--- src/rtl/regfile_dbg_port.sv ---
// Debug-side initiator for the register file: halts the core, performs a read, a write
// or a full dump through the regfile ports, and returns results on a valid/ready channel.
//
// state     | meaning
// IDLE      | cmd_ready high, waiting for a command
// HALT_WAIT | core_halt raised, waiting for core_halted or timeout
// EXEC      | one cycle driving the regfile ports, capture result
// RESP      | response presented until rsp_ready
module regfile_dbg_port #(
   parameter int XLEN         = 32,
   parameter int NREGS        = 32,
   parameter int AW           = $clog2(NREGS),
   parameter int HALT_TIMEOUT = 16
) (
   input  logic            clk,
   input  logic            rst_n,
   input  logic            cmd_valid,
   output logic            cmd_ready,
   input  logic [1:0]      cmd_op,
   input  logic [AW-1:0]   cmd_addr,
   input  logic [XLEN-1:0] cmd_wdata,
   output logic            rsp_valid,
   input  logic            rsp_ready,
   output logic [XLEN-1:0] rsp_data,
   output logic [AW-1:0]   rsp_addr,
   output logic            rsp_last,
   output logic            rsp_err,
   output logic            core_halt,
   input  logic            core_halted,
   output logic [AW-1:0]   rf_ra,
   input  logic [XLEN-1:0] rf_rd,
   output logic [AW-1:0]   rf_wa,
   output logic [XLEN-1:0] rf_wd,
   output logic            rf_we
);

   localparam int TW = $clog2(HALT_TIMEOUT + 1);
   localparam logic [1:0] OP_RD   = 2'b00;
   localparam logic [1:0] OP_WR   = 2'b01;
   localparam logic [1:0] OP_DUMP = 2'b10;
   localparam logic [1:0] OP_ILL  = 2'b11;

   typedef enum logic [1:0] {IDLE, HALT_WAIT, EXEC, RESP} state_t;

   state_t            state_q;
   logic [1:0]        op_q;
   logic [AW-1:0]     ptr_q;
   logic [XLEN-1:0]   wdata_q;
   logic [TW-1:0]     timer_q;
   logic              core_halt_q;
   logic              rf_we_q;
   logic              rsp_valid_q;
   logic [XLEN-1:0]   rsp_data_q;
   logic              rsp_last_q;
   logic              rsp_err_q;

   always_ff @(posedge clk or negedge rst_n) begin
      if (!rst_n) begin
         state_q     <= IDLE;
         op_q        <= OP_RD;
         ptr_q       <= '0;
         wdata_q     <= '0;
         timer_q     <= '0;
         core_halt_q <= 1'b0;
         rf_we_q     <= 1'b0;
         rsp_valid_q <= 1'b0;
         rsp_data_q  <= '0;
         rsp_last_q  <= 1'b0;
         rsp_err_q   <= 1'b0;
      end else begin
         case (state_q)
            IDLE: begin
               if (cmd_valid) begin
                  op_q    <= cmd_op;
                  wdata_q <= cmd_wdata;
                  ptr_q   <= (cmd_op == OP_DUMP) ? '0 : cmd_addr;
                  timer_q <= '0;
                  if (cmd_op == OP_ILL) begin
                     rsp_valid_q <= 1'b1;
                     rsp_err_q   <= 1'b1;
                     rsp_last_q  <= 1'b1;
                     rsp_data_q  <= '0;
                     state_q     <= RESP;
                  end else begin
                     core_halt_q <= 1'b1;
                     state_q     <= HALT_WAIT;
                  end
               end
            end
            HALT_WAIT: begin
               if (core_halted) begin
                  // Registered so the write pulse coincides exactly with EXEC.
                  rf_we_q <= (op_q == OP_WR);
                  state_q <= EXEC;
               end else if (timer_q == TW'(HALT_TIMEOUT - 1)) begin
                  rsp_valid_q <= 1'b1;
                  rsp_err_q   <= 1'b1;
                  rsp_last_q  <= 1'b1;
                  rsp_data_q  <= '0;
                  state_q     <= RESP;
               end else begin
                  timer_q <= timer_q + TW'(1);
               end
            end
            EXEC: begin
               rf_we_q     <= 1'b0;
               rsp_data_q  <= (op_q == OP_WR) ? wdata_q : rf_rd;
               rsp_err_q   <= 1'b0;
               rsp_last_q  <= (op_q != OP_DUMP) || (ptr_q == AW'(NREGS - 1));
               rsp_valid_q <= 1'b1;
               state_q     <= RESP;
            end
            RESP: begin
               if (rsp_ready) begin
                  rsp_valid_q <= 1'b0;
                  // Core stays halted across the whole dump; a timed-out dump ends here.
                  if (op_q == OP_DUMP && !rsp_err_q && ptr_q != AW'(NREGS - 1)) begin
                     ptr_q   <= ptr_q + AW'(1);
                     state_q <= EXEC;
                  end else begin
                     core_halt_q <= 1'b0;
                     state_q     <= IDLE;
                  end
               end
            end
            default: state_q <= IDLE;
         endcase
      end
   end

   assign cmd_ready = (state_q == IDLE);
   assign rsp_valid = rsp_valid_q;
   assign rsp_data  = rsp_data_q;
   assign rsp_addr  = ptr_q;
   assign rsp_last  = rsp_last_q;
   assign rsp_err   = rsp_err_q;
   assign core_halt = core_halt_q;
   assign rf_ra     = ptr_q;
   assign rf_wa     = ptr_q;
   assign rf_wd     = wdata_q;
   assign rf_we     = rf_we_q;

endmodule

--- config.mk ---
export PLATFORM = sky130hd
export DESIGN_NAME = regfile_dbg_port
export DESIGN_NICKNAME = d
export VERILOG_FILES = /design/src/rtl/regfile_dbg_port.sv
export SDC_FILE = /design/constraint.sdc
export NUM_CORES = 1
export LEC_CHECK = 0
export CAP_MARGIN = 25
export CORE_UTILIZATION = 43
export DETAILED_ROUTE_END_ITERATION = 12
export HOLD_SLACK_MARGIN = 0.02
export MAX_ROUTING_LAYER = met4
export PLACE_DENSITY_LB_ADDON = 0.3
export SLEW_MARGIN = 10
export SYNTH_ARGS = -nofsm -noshare
export SYNTH_HDL_FRONTEND = slang
export SYNTH_SLANG_ARGS = --single-unit
--- constraint.sdc ---
create_clock -name clk -period 3 [get_ports clk]
set_input_delay 0.9 -clock clk [delete_from_list [all_inputs] [get_ports clk]]
set_output_delay 0.9 -clock clk [all_outputs]
set_load 0.01 [all_outputs]
# ---- Word level (Yosys, flattened, before mapping)
# Cells that the tools add are included.
# W data, S select, Z words.
dict set report word_totals {
  inputBits 76
  register_bits 83
  wordCells 89
  output_inout_bits 85
}
dict set report classes {
  muxes 37
  n_reduce_logical 17
  addsub 2
  n_eq_ne 22
}
# operator count
set op_table {}
lappend op_table {{$mux W32} 5}
lappend op_table {{$pmux W32 S3} 1}
lappend op_table {{$mux W5} 7}
lappend op_table {{$ne A2 B2 Y1 const B} 10}
lappend op_table {{$pmux W5 S2} 2}
lappend op_table {{$reduce_and A5 Y1} 3}
lappend op_table {{$mux W2} 6}
lappend op_table {{$add A5 B1 Y5 const B} 2}
lappend op_table {{$eq A2 B2 Y1 const B} 5}
lappend op_table {{$mux W1} 10}
lappend op_table {{$pmux W2 S4} 1}
lappend op_table {{$reduce_and A4 Y1} 2}
lappend op_table {{$pmux W1 S3} 2}
lappend op_table {{$reduce_bool A2 Y1} 3}
lappend op_table {{$eq A5 B4 Y1 const B} 1}
lappend op_table {{$eq A5 B5 Y1 const B} 1}
lappend op_table {{$ne A5 B5 Y1 const B} 1}
lappend op_table {{$eq A2 B1 Y1 const B} 2}
lappend op_table {{$pmux W1 S2} 2}
lappend op_table {{$pmux W1 S4} 1}
lappend op_table {{$reduce_and A2 Y1} 2}
lappend op_table {{$ne A3 B3 Y1 const B} 1}
lappend op_table {{$reduce_and A3 Y1} 1}
lappend op_table {{$reduce_bool A3 Y1} 1}
lappend op_table {{other kinds (5)} 6}

# ---- Depth between registers and ports, before layout
# Gate-level depths: netlist of run 1.
dict set report depth {
  ltp_word 6
  mapped_depth 9
  depth_no_buf 7
}

# ---- Worst setup path before layout of run 1
# OpenSTA, ideal clock, no wires.
dict set report synth_timing {
  kind {reg2reg}
  from {register ptr_q[0] (netlist: rf_ra[0])}
  to {register ptr_q[2] (netlist: rf_ra[2])}
  setup_ns 0.132
  path_slack_ns 0.786
  path_stages_with_launch 8
  arrival_time_ns 2.082
  path_cell_list {dfrtp_1 -> ha_1 -> and3_1 -> ha_1 -> or4b_4 -> or3_4 -> nand3_2 -> o211ai_2}
}
dict set report synth_via {
  elab_chain_cells 4
  elab_cells_between_ends 8
  cone_classes {add/sub: 1; eq/ne: 2; mux: 3; reduce/logical: 2}
}
# element line
set synth_rtl {}
lappend synth_rtl {{from (decl)} 47} ;# logic [AW-1:0] ptr_q;
lappend synth_rtl {{from (signal assigned)} 76} ;# ptr_q <= (cmd_op == OP_DUMP) ? '0 : cmd_addr;
lappend synth_rtl {{from (signal assigned)} 118} ;# ptr_q <= ptr_q + AW'(1);
lappend synth_rtl {{$add A5 B1 Y5 or $ne A5 B5 Y1 (tied branches)} {118, 117}}
lappend synth_rtl {{$mux W5 or $logic_and A1 B1 Y1 (tied branches)} 117} ;# if (op_q == OP_DUMP && !rsp_err_q && ptr_q != AW'(NREGS - 1)) begin
lappend synth_rtl {{$mux W5 or $ne A2 B2 Y1 (tied branches)} -}
lappend synth_rtl {{$pmux W5 S2 or $reduce_and A4 Y1 (tied branches)} -}
# Parallel ways exist; a longest one is shown, timed or not. The select of a mux whose other input is x is not followed.
# A chain may end at the register's enable or synchronous reset.

# ---- Worst setup path in the final report of run 1
dict set report layout_timing {
  from {register state_q[1]}
  to {output cmd_ready}
}
dict set report layout_via {
  elab_chain_cells 1
}
# element line
set layout_rtl {}
lappend layout_rtl {{from (decl)} 45} ;# state_t state_q;
lappend layout_rtl {{from (signal assigned)} 59} ;# state_q <= IDLE;
lappend layout_rtl {{from (signal assigned)} 83} ;# state_q <= RESP;
lappend layout_rtl {{from (signal assigned)} 86} ;# state_q <= HALT_WAIT;
lappend layout_rtl {{$logic_not A2 Y1} 131} ;# assign cmd_ready = (state_q == IDLE);
lappend layout_rtl {{to (decl)} 18} ;# output logic cmd_ready,
# No other way between the ends.

==> summary.txt, run 1 <==
Status
  • Status: completed

Synth
  • Synth Area in Simple Gates: 20.7%
  • Cell taking the most area after synthesis: dfrtp_1
  • Xor/xnor share of the synthesized area: 0.462%
  • Number of flops mapped to enable cells by yosys: 0
  • Predominant post-synthesis flop cell: dfrtp_1
  • Area share of fa/ha/maj cells after synthesis: 1.32%
  • Synthesized area: 3790 um^2
  • Ys async rst share: 100%
  • Ys Warns: 0
  • Yosys top cell area share: 54.8%
  • Netlist cell types: 36
  • Post-Syn Nets: 482
  • Flops & latches, synth: 83
  • Avg Cell Area, Syn: 9.43 um^2
  • Largest family of logic cells by synthesized area: simple AND/OR/NAND/NOR gates
  • Post-synthesis sequential area ratio: 54.8%
  • Cells after synthesis: 402
  • Synth area leaders: dfrtp_1 (55%), nand2_1 (15%), mux2i_1 (8.4%)
  • Area fraction in compound gates after synthesis: 9.08%
  • Multiplexer share of the synthesized area: 8.45%

Setup path
  • CP arrival: 1740 ps
  • Crit end category: primary output
  • CP startpoint kind: flop
  • Crit-path max FO: 16
  • CP Class: flop to primary output
  • Required @ worst endpoint: 2100 ps

Power and ir drop
  • Power, Total: 5.64 mW
  • P_leak: 2.56 nW
  • Switching power share of the total: 36.6%
  • Net Sw Power: 2.06 mW
  • Flop pwr share: 36.0%
  • Internal power: 3.58 mW
  • Peak VDD IR: 0.000566 V
  • Clock share of power: 15.6%
  • Combinational group share of total power: 48.4%
  • PwrDens: 995 nW/um^2

Placement
  • HPWL after DPL: 7.15 mm
  • Post-place instance area: 5450 um^2
  • # placed instances: 643
  • Gp weighted congestion: 0.834
  • Port bufs: 160
  • Dpl ws: 422 ps

Route
  • Pre-Repair DR Iteration Count: 4
  • Number of vias per cell: 5.09
  • Post-DRT Antenna Nets: 0
  • Met1 wire length: 4.44 mm
  • WL met2: 4.60 mm
  • WL/cell: 14.9 um
  • Post-route DRC: 0
  • Max Used Layer: met4
  • Initial DRC count: 96
  • Routed wl met3: 739 um
  • Final WL: 9.85 mm
  • DR vias: 3357

Clock tree
  • TritonCTS Sinks: 83
  • Root Driver: clkbuf_8
  • Max Root-Sink Buffers: 2
  • CTS clk-pin slew, worst paths: 80 ps
  • CTS Buf Count: 9
  • # hold bufs at CTS: 0
  • Post-cts gate resize count: 0
  • CTS tree: built
  • Post-CTS setup buffers: 0
  • Clock Latency Late Sink: 340 ps
  • Htree depth: 3

Run
  • MaxCap Viol Count: 0

Die
  • Initial Utilization: 45.2%
  • Die height: 95.9 um
  • Die X: 95.9 um
  • Row count: 33
  • Core Region: 8380 um^2
  • Die area: 9200 um^2
  • I/O pin count: 161

Layout
  • Final core occ: 67.6%
  • Multi-input logic area: 1530 um^2
  • Fin cells: 659
  • Commonest non-fill, non-tap cells in the layout: clkdlybuf4s50_1 (159), nand2_1 (147), dfrtp_1 (83)
  • Area Growth Syn to Fin: 49.5%
  • Layout Nets: 629
  • N_diodes: 0
  • Commonest non-fill, non-tap cell in the layout: clkdlybuf4s50_1
  • Filler cells: 678
  • Seq. cell area: 2080 um^2
  • Layout cells sized above 1: 5.78%
  • Design area: 5670 um^2

Timing
  • Final setup fails: 0
  • Final worst slack: 362 ps
  • Period utilization: 87.9%
  • Fin. Hold Viols: 0
  • Worst slew pin tran: 697 ps
  • Worst rel slew slack: 53.6%
  • Setup_tns: 0 ps
  • Worst Skew: 11.8 ps
  • Fin crit period: 2640 ps
  • WHS: 484 ps
  • Unrepaired setup endpoints after global routing: false
  • Max Freq: 0.379 GHz
  • Max Slew Vio Count: 0

Global routing
  • Antenna violations before repair: 0
  • Vias in the first global route: 3282
  • First-pass GRT wire length: 15.4 mm
  • GR Util All Layers: 22.9%
  • Total gr overflow: 0
  • Pin count of the biggest net entering global routing: 47

Min path
  • Worst min path class: flop to flop
cell type report:
class / instances / area share [%]
clock inverters: 4 / 1.30
well taps: 105 / 2.32
multi-input cells: 280 / 26.9
repair buffers: 169 / 29.8
flip-flops and latches: 83 / 36.6
inverters: 6 / 0.397
clock buffers: 12 / 2.56
cells in the mapped netlist, types with 2 or more instances:
library cell	number
a21boi_0	2
a21oi_1	8
a22o_1	4
a32oi_1	2
and3_1	3
buf_1	2
buf_2	12
buf_4	10
clkbuf_1	9
dfrtp_1	83
ha_1	4
inv_1	6
mux2i_1	32
nand2_1	147
nand2b_1	3
nand3_1	7
nor2_1	7
nor2b_1	2
nor4b_1	2
o21ai_0	28
o21ai_1	12
or3b_1	2
xor2_1	2
path summary, 6_finish.rpt:
| path | slack, ps | startpoint | to | cells past startpoint |
|---|---|---|---|---|
| setup / recovery | 360 | state_q[1] | cmd_ready | 2 |
| hold / removal | 480 | rsp_data[13] | rsp_data[13] | 2 |
| setup reg to reg | 720 | rf_ra[0] | rf_ra[2] | 7 |
| hold reg to reg | 480 | rsp_data[13] | rsp_data[13] | 2 |
| max in group asynchronous | 1800 | rst_n | rf_wd[9] | 2 |
| min in group asynchronous | 550 | rst_n | rf_wd[13] | 1 |
routing by layer:
layer,up-vias,GRT usage (%)
li1,1611,-
met1,1605,28.7
met2,134,37.1
met3,7,5.06
met4,0,6.97
met5,-,-
state kept, by name, indices dropped and copies added (netlist names):
register and cells:
core_halt 1, op_q 2, rf_ra 5, rf_wd 32, rf_we 1, rsp_data 32
rsp_err 1, rsp_last 1, rsp_valid 1, state_q 2, timer_q 5
worst max-delay path, cell delays in order (launching register included):
cell and delay (ps):
dfrtp_1 570, nor2_1 250, clkdlybuf4s50_1 570
power by group through the flow:
stage / logic, mW / clock network, mW / registers, mW
floorplan: 1.21 / 0 / 2.17
global placement: 2.71 / 0 / 2.02
detailed placement: 2.77 / 0 / 2.05
CTS: 2.78 / 0.901 / 2.03
global route: 3.01 / 0.946 / 2.11
finish: 2.73 / 0.878 / 2.03
kinds of logic after synthesis:
group | count (synthesis)
AO/OA/AOI/OAI | 60
XOR/XNOR | 2
adder cells (fa/ha/maj) | 4
buffers and inverters | 39
flip-flops | 83
multiplexers | 32
AND/OR/NAND/NOR | 182
(Power assumes the default switching activity.)
==> run 2: changes to the inputs <==
--- a/config.mk
+++ b/config.mk
@@ -9,7 +9,6 @@
 export CORE_UTILIZATION = 43
 export DETAILED_ROUTE_END_ITERATION = 12
 export HOLD_SLACK_MARGIN = 0.02
-export MAX_ROUTING_LAYER = met4
 export PLACE_DENSITY_LB_ADDON = 0.3
 export SLEW_MARGIN = 10
 export SYNTH_ARGS = -nofsm -noshare
==> summary.txt, run 2 (synthesis gave the netlist of run 1 again) <==
Status
  • Status: completed (unchanged)

Route
  • WL/cell: 15.0 um (was 14.9 um)
  • DR vias: 3354 (was 3357)
  • Pre-Repair DR Iteration Count: 4 (unchanged)
  • Number of vias per cell: 5.09 (about the same)
  • Post-DRT Antenna Nets: 0 (unchanged)
  • Post-route DRC: 0 (unchanged)
  • Initial DRC count: 96 (unchanged)
  • Final WL: 9.86 mm (was 9.85 mm)

Power and ir drop
  • Switching power share of the total: 36.5% (was 36.6%)
  • Peak VDD IR: 0.000567 V (was 0.000566 V)
  • Combinational group share of total power: 48.4% (about the same)
  • P_leak: 2.56 nW (unchanged)
  • PwrDens: 995 nW/um^2 (about the same)
  • Net Sw Power: 2.06 mW (about the same)
  • Internal power: 3.58 mW (about the same)
  • Clock share of power: 15.5% (was 15.6%)
  • Power, Total: 5.64 mW (about the same)
  • Flop pwr share: 36.0% (about the same)

Timing
  • Period utilization: 88.0% (was 87.9%)
  • Max Freq: 0.379 GHz (about the same)
  • Final setup fails: 0 (unchanged)
  • Fin. Hold Viols: 0 (unchanged)
  • Worst rel slew slack: 53.7% (was 53.6%)
  • Worst slew pin tran: 695 ps (was 697 ps)
  • Unrepaired setup endpoints after global routing: false (unchanged)
  • Setup_tns: 0 ps (unchanged)
  • Worst Skew: 12.0 ps (was 11.8 ps)
  • Fin crit period: 2640 ps (about the same)
  • Max Slew Vio Count: 0 (unchanged)

Die
  • Row count: 33 (unchanged)
  • I/O pin count: 161 (unchanged)
  • Die X: 95.9 um (unchanged)
  • Die area: 9200 um^2 (unchanged)
  • Die height: 95.9 um (unchanged)
  • Core Region: 8380 um^2 (unchanged)
  • Initial Utilization: 45.2% (unchanged)

Setup path
  • Crit-path max FO: 16 (unchanged)
  • Required @ worst endpoint: 2100 ps (about the same)
  • Crit end category: primary output (unchanged)
  • CP startpoint kind: flop (unchanged)
  • R2R setup slack: 720 ps (about the same)
  • CP arrival: 1740 ps (about the same)
  • CP Class: flop to primary output (unchanged)

Clock tree
  • TritonCTS Sinks: 83 (unchanged)
  • # hold bufs at CTS: 0 (unchanged)
  • Clock Latency Late Sink: 340 ps (about the same)
  • CTS tree: built (unchanged)
  • Post-CTS setup buffers: 0 (unchanged)
  • CTS Buf Count: 9 (unchanged)
  • Root Driver: clkbuf_8 (unchanged)
  • Max Root-Sink Buffers: 2 (unchanged)
  • Htree depth: 3 (unchanged)
  • Post-cts gate resize count: 0 (unchanged)
  • CTS clk-pin slew, worst paths: 80 ps (about the same)

Layout
  • Layout cells sized above 1: 5.78% (unchanged)
  • Layout Nets: 629 (unchanged)
  • N_diodes: 0 (unchanged)
  • Commonest non-fill, non-tap cells in the layout: clkdlybuf4s50_1 (159), nand2_1 (147), dfrtp_1 (83) (unchanged)
  • Commonest non-fill, non-tap cell in the layout: clkdlybuf4s50_1 (unchanged)
  • Area Growth Syn to Fin: 49.5% (unchanged)

Global routing
  • Antenna violations before repair: 0 (unchanged)
  • Pin count of the biggest net entering global routing: 47 (unchanged)
  • Total gr overflow: 0 (unchanged)
  • First-pass GRT wire length: 15.4 mm (about the same)
  • GR Util All Layers: 22.2% (was 22.9%)
  • Vias in the first global route: 3280 (was 3282)

Placement
  • Port bufs: 160 (unchanged)
  • Gp weighted congestion: 0.822 (was 0.834)
  • HPWL after DPL: 7.15 mm (unchanged)

Run
  • MaxCap Viol Count: 0 (unchanged)

Min path
  • Worst min path class: flop to flop (unchanged)
-- run 2: cell counts in the layout (fill, tap and decap cells not counted) --
Identical to the previous run, type by type.
-- run 2: worst max-delay path, stage by stage, from the launching register on --
cell and delay [ps]:
dfrtp_1 570, nor2_1 250, clkdlybuf4s50_1 570
-- run 2: power by group through the flow --
stage	combinational [mW]	sequential [mW]	clock, mW
after floorplan	1.21	2.17	0
after global placement	2.71	2.02	0
after detailed placement	2.77	2.05	0
after CTS	2.78	2.03	0.901
after global routing	3.01	2.11	0.945
final	2.73	2.03	0.876
-- run 2: layout make-up --
cell class | count | area (um^2)
inverter | 6 | 22.5
fill | 678 | 2710
timing repair buffer | 169 | 1690
sequential | 83 | 2080
clock buffer | 12 | 145
tap | 105 | 131
clock inverter | 4 | 73.8
multi-input combinational | 280 | 1530
-- run 2: stage by stage --
step	util, %	worst slack (ps)	cells	hold WS (ps)	area, um^2
3_3_place_gp	65.0	462	643	461	5450
6_report	67.6	361	659	484	5670
3_5_place_dp	65.0	422	643	470	5450
5_1_grt	67.6	256	659	519	5670
2_1_floorplan	-	786	402	488	3790
4_1_cts	67.6	356	659	488	5670
-- run 2: per-layer routing --
layer	vias up	GRT usage, %	part of all wire [%]
met5	-	0	0
met1	1602	28.4	45
met3	7	5.53	7.9
met4	0	6.97	0.69
li1	1611	-	-
met2	134	37.1	47
-- run 2: path summary, 6_finish.rpt --
path | from | to | depth (start not counted)
min in group asynchronous | rst_n | rf_wd[13] | 1
worst min register to register | rsp_data[13] | rsp_data[13] | 2
worst max-delay path | state_q[1] | cmd_ready | 2
worst max register to register | rf_ra[0] | rf_ra[2] | 7
max in group asynchronous | rst_n | rf_wd[9] | 2
worst min-delay path | rsp_data[13] | rsp_data[13] | 2
